`src/rtl/serial_operand_tx_if.sv`:
```
// serial_operand_tx_if -- bundles the request, serial-adder and result
// signals of serial_operand_tx. The master modport is the transmitter.
// The slave modport is the environment, which issues requests and models the adder.
interface serial_operand_tx_if;
    // Request side
    logic       start;
    logic [3:0] opa;
    logic [3:0] opb;
    logic       cin;

    // Serial adder side
    logic       a_out;
    logic       b_out;
    logic       cin_out;
    logic       adder_rst;
    logic [3:0] sum_in;
    logic       cout_in;
    logic       valid_in;

    // Status and result
    logic       busy;
    logic [4:0] result;
    logic       result_valid;
    logic       timeout_err;

    modport master (
        input  start, opa, opb, cin, sum_in, cout_in, valid_in,
        output a_out, b_out, cin_out, adder_rst, busy, result, result_valid,
               timeout_err
    );

    modport slave (
        output start, opa, opb, cin, sum_in, cout_in, valid_in,
        input  a_out, b_out, cin_out, adder_rst, busy, result, result_valid,
               timeout_err
    );
endinterface

```
`src/rtl/serial_operand_tx.sv`:
```
// serial_operand_tx -- takes a pair of 4-bit operands plus a carry-in.
// It clears an external serial adder for one cycle, shifts both operands
// out LSB first over four cycles, and then waits for the adder to return
// {cout, sum}.
// Every output comes straight from a flop.
// Optional feature: define SERTX_TIMEOUT_EN to give up after TIMEOUT_CYCLES
// WAIT cycles with no valid_in. A timeout sets the sticky timeout_err flag.
// When the macro is absent, the block waits forever and timeout_err is 0.
module serial_operand_tx #(
    parameter int TIMEOUT_CYCLES = 8
) (
    input  logic                        clk,
    input  logic                        rst,   // asynchronous, active-low
    serial_operand_tx_if.master         io
);

    localparam int TO_W = (TIMEOUT_CYCLES > 1) ? $clog2(TIMEOUT_CYCLES) : 1;
    localparam logic [TO_W-1:0] TO_LAST = TO_W'(TIMEOUT_CYCLES - 1);

    typedef enum logic [1:0] {
        ST_IDLE  = 2'd0,
        ST_CLEAR = 2'd1,
        ST_SHIFT = 2'd2,
        ST_WAIT  = 2'd3
    } state_e;

    state_e            state_q,        state_d;
    logic [1:0]        bit_cnt_q,      bit_cnt_d;
    logic [TO_W-1:0]   to_cnt_q,       to_cnt_d;
    logic [3:0]        opa_q,          opa_d;
    logic [3:0]        opb_q,          opb_d;
    logic              a_out_q,        a_out_d;
    logic              b_out_q,        b_out_d;
    logic              cin_out_q,      cin_out_d;
    logic              adder_rst_q,    adder_rst_d;
    logic              busy_q,         busy_d;
    logic [4:0]        result_q,       result_d;
    logic              result_valid_q, result_valid_d;
    logic              timeout_err_q,  timeout_err_d;

    // Next-state and next-output decode. All outputs are computed here from the
    // upcoming state, so they can be registered without adding a cycle of lag.
    always_comb begin
        // NOTE: every signal gets a default before the case statement. A path that
        // leaves a signal unassigned would otherwise infer a latch.
        state_d        = state_q;
        bit_cnt_d      = bit_cnt_q;
        to_cnt_d       = to_cnt_q;
        opa_d          = opa_q;
        opb_d          = opb_q;
        a_out_d        = 1'b0;
        b_out_d        = 1'b0;
        cin_out_d      = cin_out_q;
        adder_rst_d    = 1'b0;
        result_d       = result_q;
        result_valid_d = 1'b0;
        timeout_err_d  = timeout_err_q;

        unique case (state_q)
            ST_IDLE: begin
                cin_out_d = 1'b0;
                if (io.start) begin
                    opa_d         = io.opa;
                    opb_d         = io.opb;
                    cin_out_d     = io.cin;
                    adder_rst_d   = 1'b1;
                    timeout_err_d = 1'b0;
                    bit_cnt_d     = '0;
                    to_cnt_d      = '0;
                    state_d       = ST_CLEAR;
                end
            end

            ST_CLEAR: begin
                // The first SHIFT cycle presents bit 0.
                bit_cnt_d = '0;
                a_out_d   = opa_q[0];
                b_out_d   = opb_q[0];
                state_d   = ST_SHIFT;
            end

            ST_SHIFT: begin
                if (bit_cnt_q == 2'd3) begin
                    bit_cnt_d = '0;
                    to_cnt_d  = '0;
                    state_d   = ST_WAIT;
                end else begin
                    bit_cnt_d = bit_cnt_q + 2'd1;
                    a_out_d   = opa_q[bit_cnt_d];
                    b_out_d   = opb_q[bit_cnt_d];
                end
            end

            ST_WAIT: begin
                if (io.valid_in) begin
                    result_d       = {io.cout_in, io.sum_in};
                    result_valid_d = 1'b1;
                    cin_out_d      = 1'b0;
                    state_d        = ST_IDLE;
                end else begin
`ifdef SERTX_TIMEOUT_EN
                    if (to_cnt_q == TO_LAST) begin
                        timeout_err_d = 1'b1;
                        cin_out_d     = 1'b0;
                        state_d       = ST_IDLE;
                    end else begin
                        to_cnt_d = to_cnt_q + 1'b1;
                    end
`else
                    // The WAIT-cycle count only saturates here. Nothing acts on it.
                    if (to_cnt_q != TO_LAST) begin
                        to_cnt_d = to_cnt_q + 1'b1;
                    end
`endif
                end
            end

            default: begin
                state_d = ST_IDLE;
            end
        endcase

        busy_d = (state_d != ST_IDLE);
    end

    // State and output registers, cleared immediately when rst falls.
    always_ff @(posedge clk or negedge rst) begin
        if (!rst) begin
            state_q        <= ST_IDLE;
            bit_cnt_q      <= '0;
            to_cnt_q       <= '0;
            opa_q          <= '0;
            opb_q          <= '0;
            a_out_q        <= 1'b0;
            b_out_q        <= 1'b0;
            cin_out_q      <= 1'b0;
            adder_rst_q    <= 1'b0;
            busy_q         <= 1'b0;
            result_q       <= '0;
            result_valid_q <= 1'b0;
            timeout_err_q  <= 1'b0;
        end else begin
            // NOTE: non-blocking assignments let every flop sample the values that
            // were present before the edge, whatever order the statements appear in.
            state_q        <= state_d;
            bit_cnt_q      <= bit_cnt_d;
            to_cnt_q       <= to_cnt_d;
            opa_q          <= opa_d;
            opb_q          <= opb_d;
            a_out_q        <= a_out_d;
            b_out_q        <= b_out_d;
            cin_out_q      <= cin_out_d;
            adder_rst_q    <= adder_rst_d;
            busy_q         <= busy_d;
            result_q       <= result_d;
            result_valid_q <= result_valid_d;
            timeout_err_q  <= timeout_err_d;
        end
    end

    assign io.a_out        = a_out_q;
    assign io.b_out        = b_out_q;
    assign io.cin_out      = cin_out_q;
    assign io.adder_rst    = adder_rst_q;
    assign io.busy         = busy_q;
    assign io.result       = result_q;
    assign io.result_valid = result_valid_q;
`ifdef SERTX_TIMEOUT_EN
    assign io.timeout_err  = timeout_err_q;
`else
    assign io.timeout_err  = 1'b0;
`endif

endmodule

```
`src/flat_wrapper.sv`:
```
// flat-port wrapper written by rule: the top's interface ports become plain ports
module serial_operand_tx_flat 
#(
    parameter int TIMEOUT_CYCLES = 8
)
  (clk, rst, io_start, io_opa, io_opb, io_cin, io_sum_in, io_cout_in, io_valid_in, io_a_out, io_b_out, io_cin_out, io_adder_rst, io_busy, io_result, io_result_valid, io_timeout_err);
  serial_operand_tx_if io_i ();
  input  logic clk;
  input  logic rst;
  input wire logic [$bits(io_i.start)-1:0] io_start;
  input wire logic [$bits(io_i.opa)-1:0] io_opa;
  input wire logic [$bits(io_i.opb)-1:0] io_opb;
  input wire logic [$bits(io_i.cin)-1:0] io_cin;
  input wire logic [$bits(io_i.sum_in)-1:0] io_sum_in;
  input wire logic [$bits(io_i.cout_in)-1:0] io_cout_in;
  input wire logic [$bits(io_i.valid_in)-1:0] io_valid_in;
  output wire logic [$bits(io_i.a_out)-1:0] io_a_out;
  output wire logic [$bits(io_i.b_out)-1:0] io_b_out;
  output wire logic [$bits(io_i.cin_out)-1:0] io_cin_out;
  output wire logic [$bits(io_i.adder_rst)-1:0] io_adder_rst;
  output wire logic [$bits(io_i.busy)-1:0] io_busy;
  output wire logic [$bits(io_i.result)-1:0] io_result;
  output wire logic [$bits(io_i.result_valid)-1:0] io_result_valid;
  output wire logic [$bits(io_i.timeout_err)-1:0] io_timeout_err;
  assign io_i.start = io_start;
  assign io_i.opa = io_opa;
  assign io_i.opb = io_opb;
  assign io_i.cin = io_cin;
  assign io_i.sum_in = io_sum_in;
  assign io_i.cout_in = io_cout_in;
  assign io_i.valid_in = io_valid_in;
  assign io_a_out = io_i.a_out;
  assign io_b_out = io_i.b_out;
  assign io_cin_out = io_i.cin_out;
  assign io_adder_rst = io_i.adder_rst;
  assign io_busy = io_i.busy;
  assign io_result = io_i.result;
  assign io_result_valid = io_i.result_valid;
  assign io_timeout_err = io_i.timeout_err;
  serial_operand_tx #(.TIMEOUT_CYCLES(TIMEOUT_CYCLES)) u_core (.clk(clk), .rst(rst), .io(io_i));
endmodule
```
`config.mk`:
```
export PLATFORM = sky130hd
export DESIGN_NAME = serial_operand_tx_flat
export DESIGN_NICKNAME = d
export VERILOG_FILES = /design/src/rtl/serial_operand_tx_if.sv /design/src/rtl/serial_operand_tx.sv /design/src/flat_wrapper.sv
export SDC_FILE = /design/constraint.sdc
export NUM_CORES = 1
export LEC_CHECK = 0
export BUFFER_PORTS_ARGS = -buffer_cell sky130_fd_sc_hd__buf_2
export CELL_PAD_IN_SITES_DETAIL_PLACEMENT = 0
export CELL_PAD_IN_SITES_GLOBAL_PLACEMENT = 1
export CORE_MARGIN = 2
export CORE_UTILIZATION = 45
export CTS_BUF_LIST = sky130_fd_sc_hd__clkbuf_4 sky130_fd_sc_hd__clkbuf_8
export DETAILED_ROUTE_END_ITERATION = 10
export GPL_TIMING_DRIVEN = 0
export PLACE_DENSITY_LB_ADDON = 0.1
export SLEW_MARGIN = 20
export SYNTH_ARGS = -nofsm -noshare
export SYNTH_HDL_FRONTEND = slang
export SYNTH_SLANG_ARGS = --single-unit
```
`constraint.sdc`:
```
create_clock -name clk -period 3.5 [get_ports clk]
set_input_delay 0.175 -clock clk [delete_from_list [all_inputs] [get_ports clk]]
set_output_delay 0.175 -clock clk [all_outputs]
set_load 0.01 [all_outputs]
```
# After elaboration in Yosys (flattened, before gate mapping)
# Index checks and enable logic that the tools add are counted.
# totals
register_bits	23
inputBits	18
output_inout_bits	12
elab_cells	49
# op_classes
mux	22
magnitude_cmp	1
eq_ne	6
reduce_logical	8
n_addsub	1
# ops
op	n
$mux W1	10
$mux W2	5
$pmux W2 S4	1
$reduce_and A2 Y1	4
$eq A2 B2 Y1 const B	3
$pmux W1 S2	3
$pmux W2 S3	1
$bmux W1 S2	2
$ne A2 B2 Y1 const B	2
$reduce_bool A2 Y1	2
$lt A2 B3 Y1 const B	1
$reduce_bool A3 Y1	1
$add A2 B1 Y2 const B	1
$eq A2 B1 Y1 const B	1
$logic_not A2 Y1	1

# Longest topological paths before layout
# depth
depth_word	5
mapped_depth	6
depth_no_buf	5

# Least setup slack after synthesis
# No wires, ideal clock.
# synth_path
path_type	register to register
from	register u_core.bit_cnt_q[0]
to	register u_core.a_out_q (netlist: u_core.io.a_out)
t_required_ps	3381
setup_ps	119
n_path_buf	0
synth_period_minus_slack_ps	1551
path_stages_with_launch	5
slack_ps	1949
t_arrival_ps	1432
cell_sequence	dfrtp_1 -> ha_1 -> mux4_1 -> nand4b_1 -> nand2_1
# synth_between
elab_chain_cells	5
elab_cells_between_ends	6
cone_classes	1 x add/sub; 1 x eq/ne; 4 x mux
# synth_rtl
element	line_no	source
from (decl)	serial_operand_tx.sv:28	logic [1:0] bit_cnt_q, bit_cnt_d;
from (signal assigned)	serial_operand_tx.sv:146	bit_cnt_q <= bit_cnt_d;
$add A2 B1 Y2	serial_operand_tx.sv:88	bit_cnt_d = bit_cnt_q + 2'd1;
$bmux W1 S2	serial_operand_tx.sv:89	a_out_d = opa_q[bit_cnt_d];
$mux W1 (implied by the code)	serial_operand_tx.sv:89	
$mux W1 *	serial_operand_tx.sv:83	if (bit_cnt_q == 2'd3) begin
$pmux W1 S2 *	serial_operand_tx.sv:59	unique case (state_q)
net u_core.a_out_d	serial_operand_tx.sv:32	logic a_out_q, a_out_d;
to (signal assigned)	serial_operand_tx.sv:150	a_out_q <= a_out_d;
to (decl)	serial_operand_tx.sv:32	
# Mark *: on every way through the listed nets, which the timed path passes. The rest lies on a longest branch. The select of a mux whose other input is x is not followed.
# A chain may end at the register's enable or synchronous reset.

# Worst setup path after layout
# Ends and elaborated chain as after synthesis.

==> metrics.md <==
| Metric | Value |
|---|---|
| Initial Util | `48.01%` |
| Post-synth EDFFs | `0` |
| Syn_nets | `99` |
| Reg2reg end | `u_core.io.a_out$_DFF_PN0_` |
| DR iter-0 viols | `8` |
| GRT Overall Usage | `15.08%` |
| Wire per inst | `12.91 um` |
| TritonCTS buffer count | `3` |
| Met1 Resource Use GR | `17.44%` |
| Port-buffer cells | `28` |
| Worst Clk Skew | `0.004791 ns` |
| Dpl ws | `1.793 ns` |
| Area Overhead vs Synth | `19.84%` |
| Placed cell areas | `1247 um^2` |
| Clock root buffer master | `clkbuf_4` |
| FF-to-FF Start | `u_core.bit_cnt_q[0]$_DFFE_PN0P_` |
| # fillers | `210` |
| Worst hold path type | `primary input to flop` |
| Area taken by multi-input logic gates | `466.7 um^2` |
| Max cap viols | `0` |
| WP data arrival | `1.94 ns` |
| Die W | `52.82 um` |
| Most frequent cells in the layout | `28 x buf_2, 23 x dfrtp_1, 7 x nand2_1, 7 x mux2_4, 6 x mux2_2` |
| Synth top area share | `53.68%` |
| Hold WS | `0.08000 ns` |
| Syn Std Cell Area | `1072 um^2` |
| Crit path required time | `3.71 ns` |
| Clock Path Buffers | `2` |
| Critical path peak fanout | `5` |
| Hold endpoint | `u_core.opb_q[3]$_DFFE_PN0P_` |
| Total gr overflow | `0` |
| Sink Count | `23` |
| Post-synth top flop | `dfrtp_1` |
| Synth cell types | `27` |
| CTS tree | `built` |
| RSZ-0062 raised after global routing | `false` |
| Commonest non-fill, non-tap cell in the layout | `buf_2` |
| Final max-slew violation count | `0` |
| Finished Cell Area | `1285 um^2` |
| Status | `finished, final reports clean` |
| Number of global-route vias before repair | `672` |
| First-pass DRT Iterations | `4` |
| WHS Path Cells | `2` |
| Final setup margin | `1.776 ns` |
| Endpoints failing hold | `0` |
| Met2 usage | `24.38%` |
| Achievable Freq | `0.5802 GHz` |
| Fin crit period | `1.724 ns` |
| R2R Setup Slk | `1.78 ns` |
| Worst Setup Start Kind | `flop` |
| Clk_lat worst skew | `0.31 ns` |
| # IOs | `30` |
| Asr flop ratio synth | `100.0%` |
| GPL Wtd Cong | `0.7011` |
| VDD IR max | `0.0004285 V` |
| First-pass GRT wire length | `2918 um` |
| Antenna-violating nets left | `0` |
| CTS H-tree depth | `1` |
| DP HPWL | `1362 um` |
| Final worst path period share | `49.25%` |
| Core area | `2233 um^2` |
| Finish-stage setup viols | `0` |
| Total area of sequential cells | `575.6 um^2` |
| Final #Nets | `133` |
| Leak pwr | `0.6636 nW` |
| Sequential area share after synthesis | `53.68%` |
| Syn_area_per_cell | `14.11 um^2` |
| Pin count of the biggest net entering global routing | `24` |
| Area contributors post-synth | `dfrtp_1 54%, mux2_4 9.8%, mux2_2 6.3%` |
| Cell taking the most area after synthesis | `dfrtp_1` |
| Syn Inst Count | `76` |
| Reg2Reg Depth | `4` |
| Post-route insts no fill | `137` |
| YS warnings | `0` |
| DR DRC count | `0` |
| Setup crit end kind | `flop` |
| Vias | `695` |
| DIE HEIGHT | `52.82 um` |
| Antenna violations before repair | `0` |
| Layout cells sized above 1 | `48.62%` |
| Util after Layout | `57.54%` |
| Setup_tns | `0 ns` |
| Floorplan row count | `17` |
| CTS clk-pin slew, worst paths | `0.13 ns` |
| Met3 track demand over resource | `2.857%` |
| Crit path kind | `flop to flop` |
| Total power | `1.076 mW` |
| # diodes | `0` |
| Cell count after placement | `132` |
| Die ar. | `2789 um^2` |
| Total Wirelength | `1768 um` |
| Hold_sp | `io_opb[3]` |
| Vias per cell | `5.073` |
| Power per cell area | `837.4 nW/um^2` |
| Flops & latches, synth | `23` |
| Global routing's busiest layer | `met2` |
## what timing repair did
| action | in CTS | in global routing |
|---|---|---|
| hold endpoints to repair | 23 | 0 |
| resized for setup | 0 | 0 |
| hold buffers | 1 | 0 |
| buffers inserted | 0 | 0 |
## routing by layer
metal,vias to the layer above,routed length [um]
met3,6,140
met4,0,59
met1,325,749
met5,-,0
met2,27,819
li1,337,-
## cells in the mapped netlist, types with 2 or more instances
cell type,count
inv_1,3
nand2_1,7
ha_1,5
mux2_2,6
nand3_1,2
and2b_2,2
o21ai_0,2
mux2_4,7
nand4b_1,2
dfrtp_1,23
## sequential cells by signal (all words and copies together), names as in the netlist
signal and count:
u_core.bit_cnt_q 2, u_core.io.result 5, u_core.io.result_valid 1, u_core.io.cin_out 1, u_core.opa_q 4, u_core.opb_q 4
u_core.io.b_out 1, u_core.io.adder_rst 1, u_core.state_q 2, u_core.io.busy 1, u_core.io.a_out 1
## layout make-up
type	instances	area share, %
Buffer	2	1.461
Clock buffer	3	1.753
Clock inverter	1	0.3895
Inverter	3	0.8763
Multi-Input combinational cell	48	36.32
Sequential cell	23	44.79
Tap cell	28	2.726
Timing Repair Buffer	29	11.68
## worst max-delay path, stage by stage, from the launching register on
cell and delay, ns:
dfrtp_1 0.48, ha_1 0.39, mux4_1 0.58, nand4b_1 0.12, nand2_1 0.05
## worst max-delay path by stage
stage | start | end | slack [ns] | cells after the start
4_1_cts | u_core.bit_cnt_q[0]$_DFFE_PN0P_ | u_core.io.a_out$_DFF_PN0_ | 1.77 | 4
3_5_place_dp | u_core.bit_cnt_q[0]$_DFFE_PN0P_ | u_core.io.a_out$_DFF_PN0_ | 1.79 | 4
6_report | u_core.bit_cnt_q[0]$_DFFE_PN0P_ | u_core.io.a_out$_DFF_PN0_ | 1.78 | 4
3_3_place_gp | u_core.bit_cnt_q[0]$_DFFE_PN0P_ | u_core.io.a_out$_DFF_PN0_ | 1.87 | 4
5_1_grt | u_core.bit_cnt_q[0]$_DFFE_PN0P_ | u_core.io.a_out$_DFF_PN0_ | 1.71 | 4
2_1_floorplan | u_core.bit_cnt_q[0]$_DFFE_PN0P_ | u_core.io.a_out$_DFF_PN0_ | 1.95 | 4
## report_power, final
group	internal [mW]	switching [mW]	leakage [nW]
registers	0.385	0.0741	0.284
clock network	0.0427	0.0790	0.0177
logic	0.279	0.216	0.362
total	0.707	0.369	0.664
## logic make-up (layout without fill, tap and decap cells)
family,Yosys count,after routing,share of synthesized area (%)
mux,16,16,21.59
other cells,1,1,0.3497
buf+inv,5,38,2.801
fa+ha+maj,5,5,5.834
simple gates,17,17,9.802
compound gates,9,9,5.951
flops,23,23,53.68
Note: power is estimated with default switching activity, not from simulation.
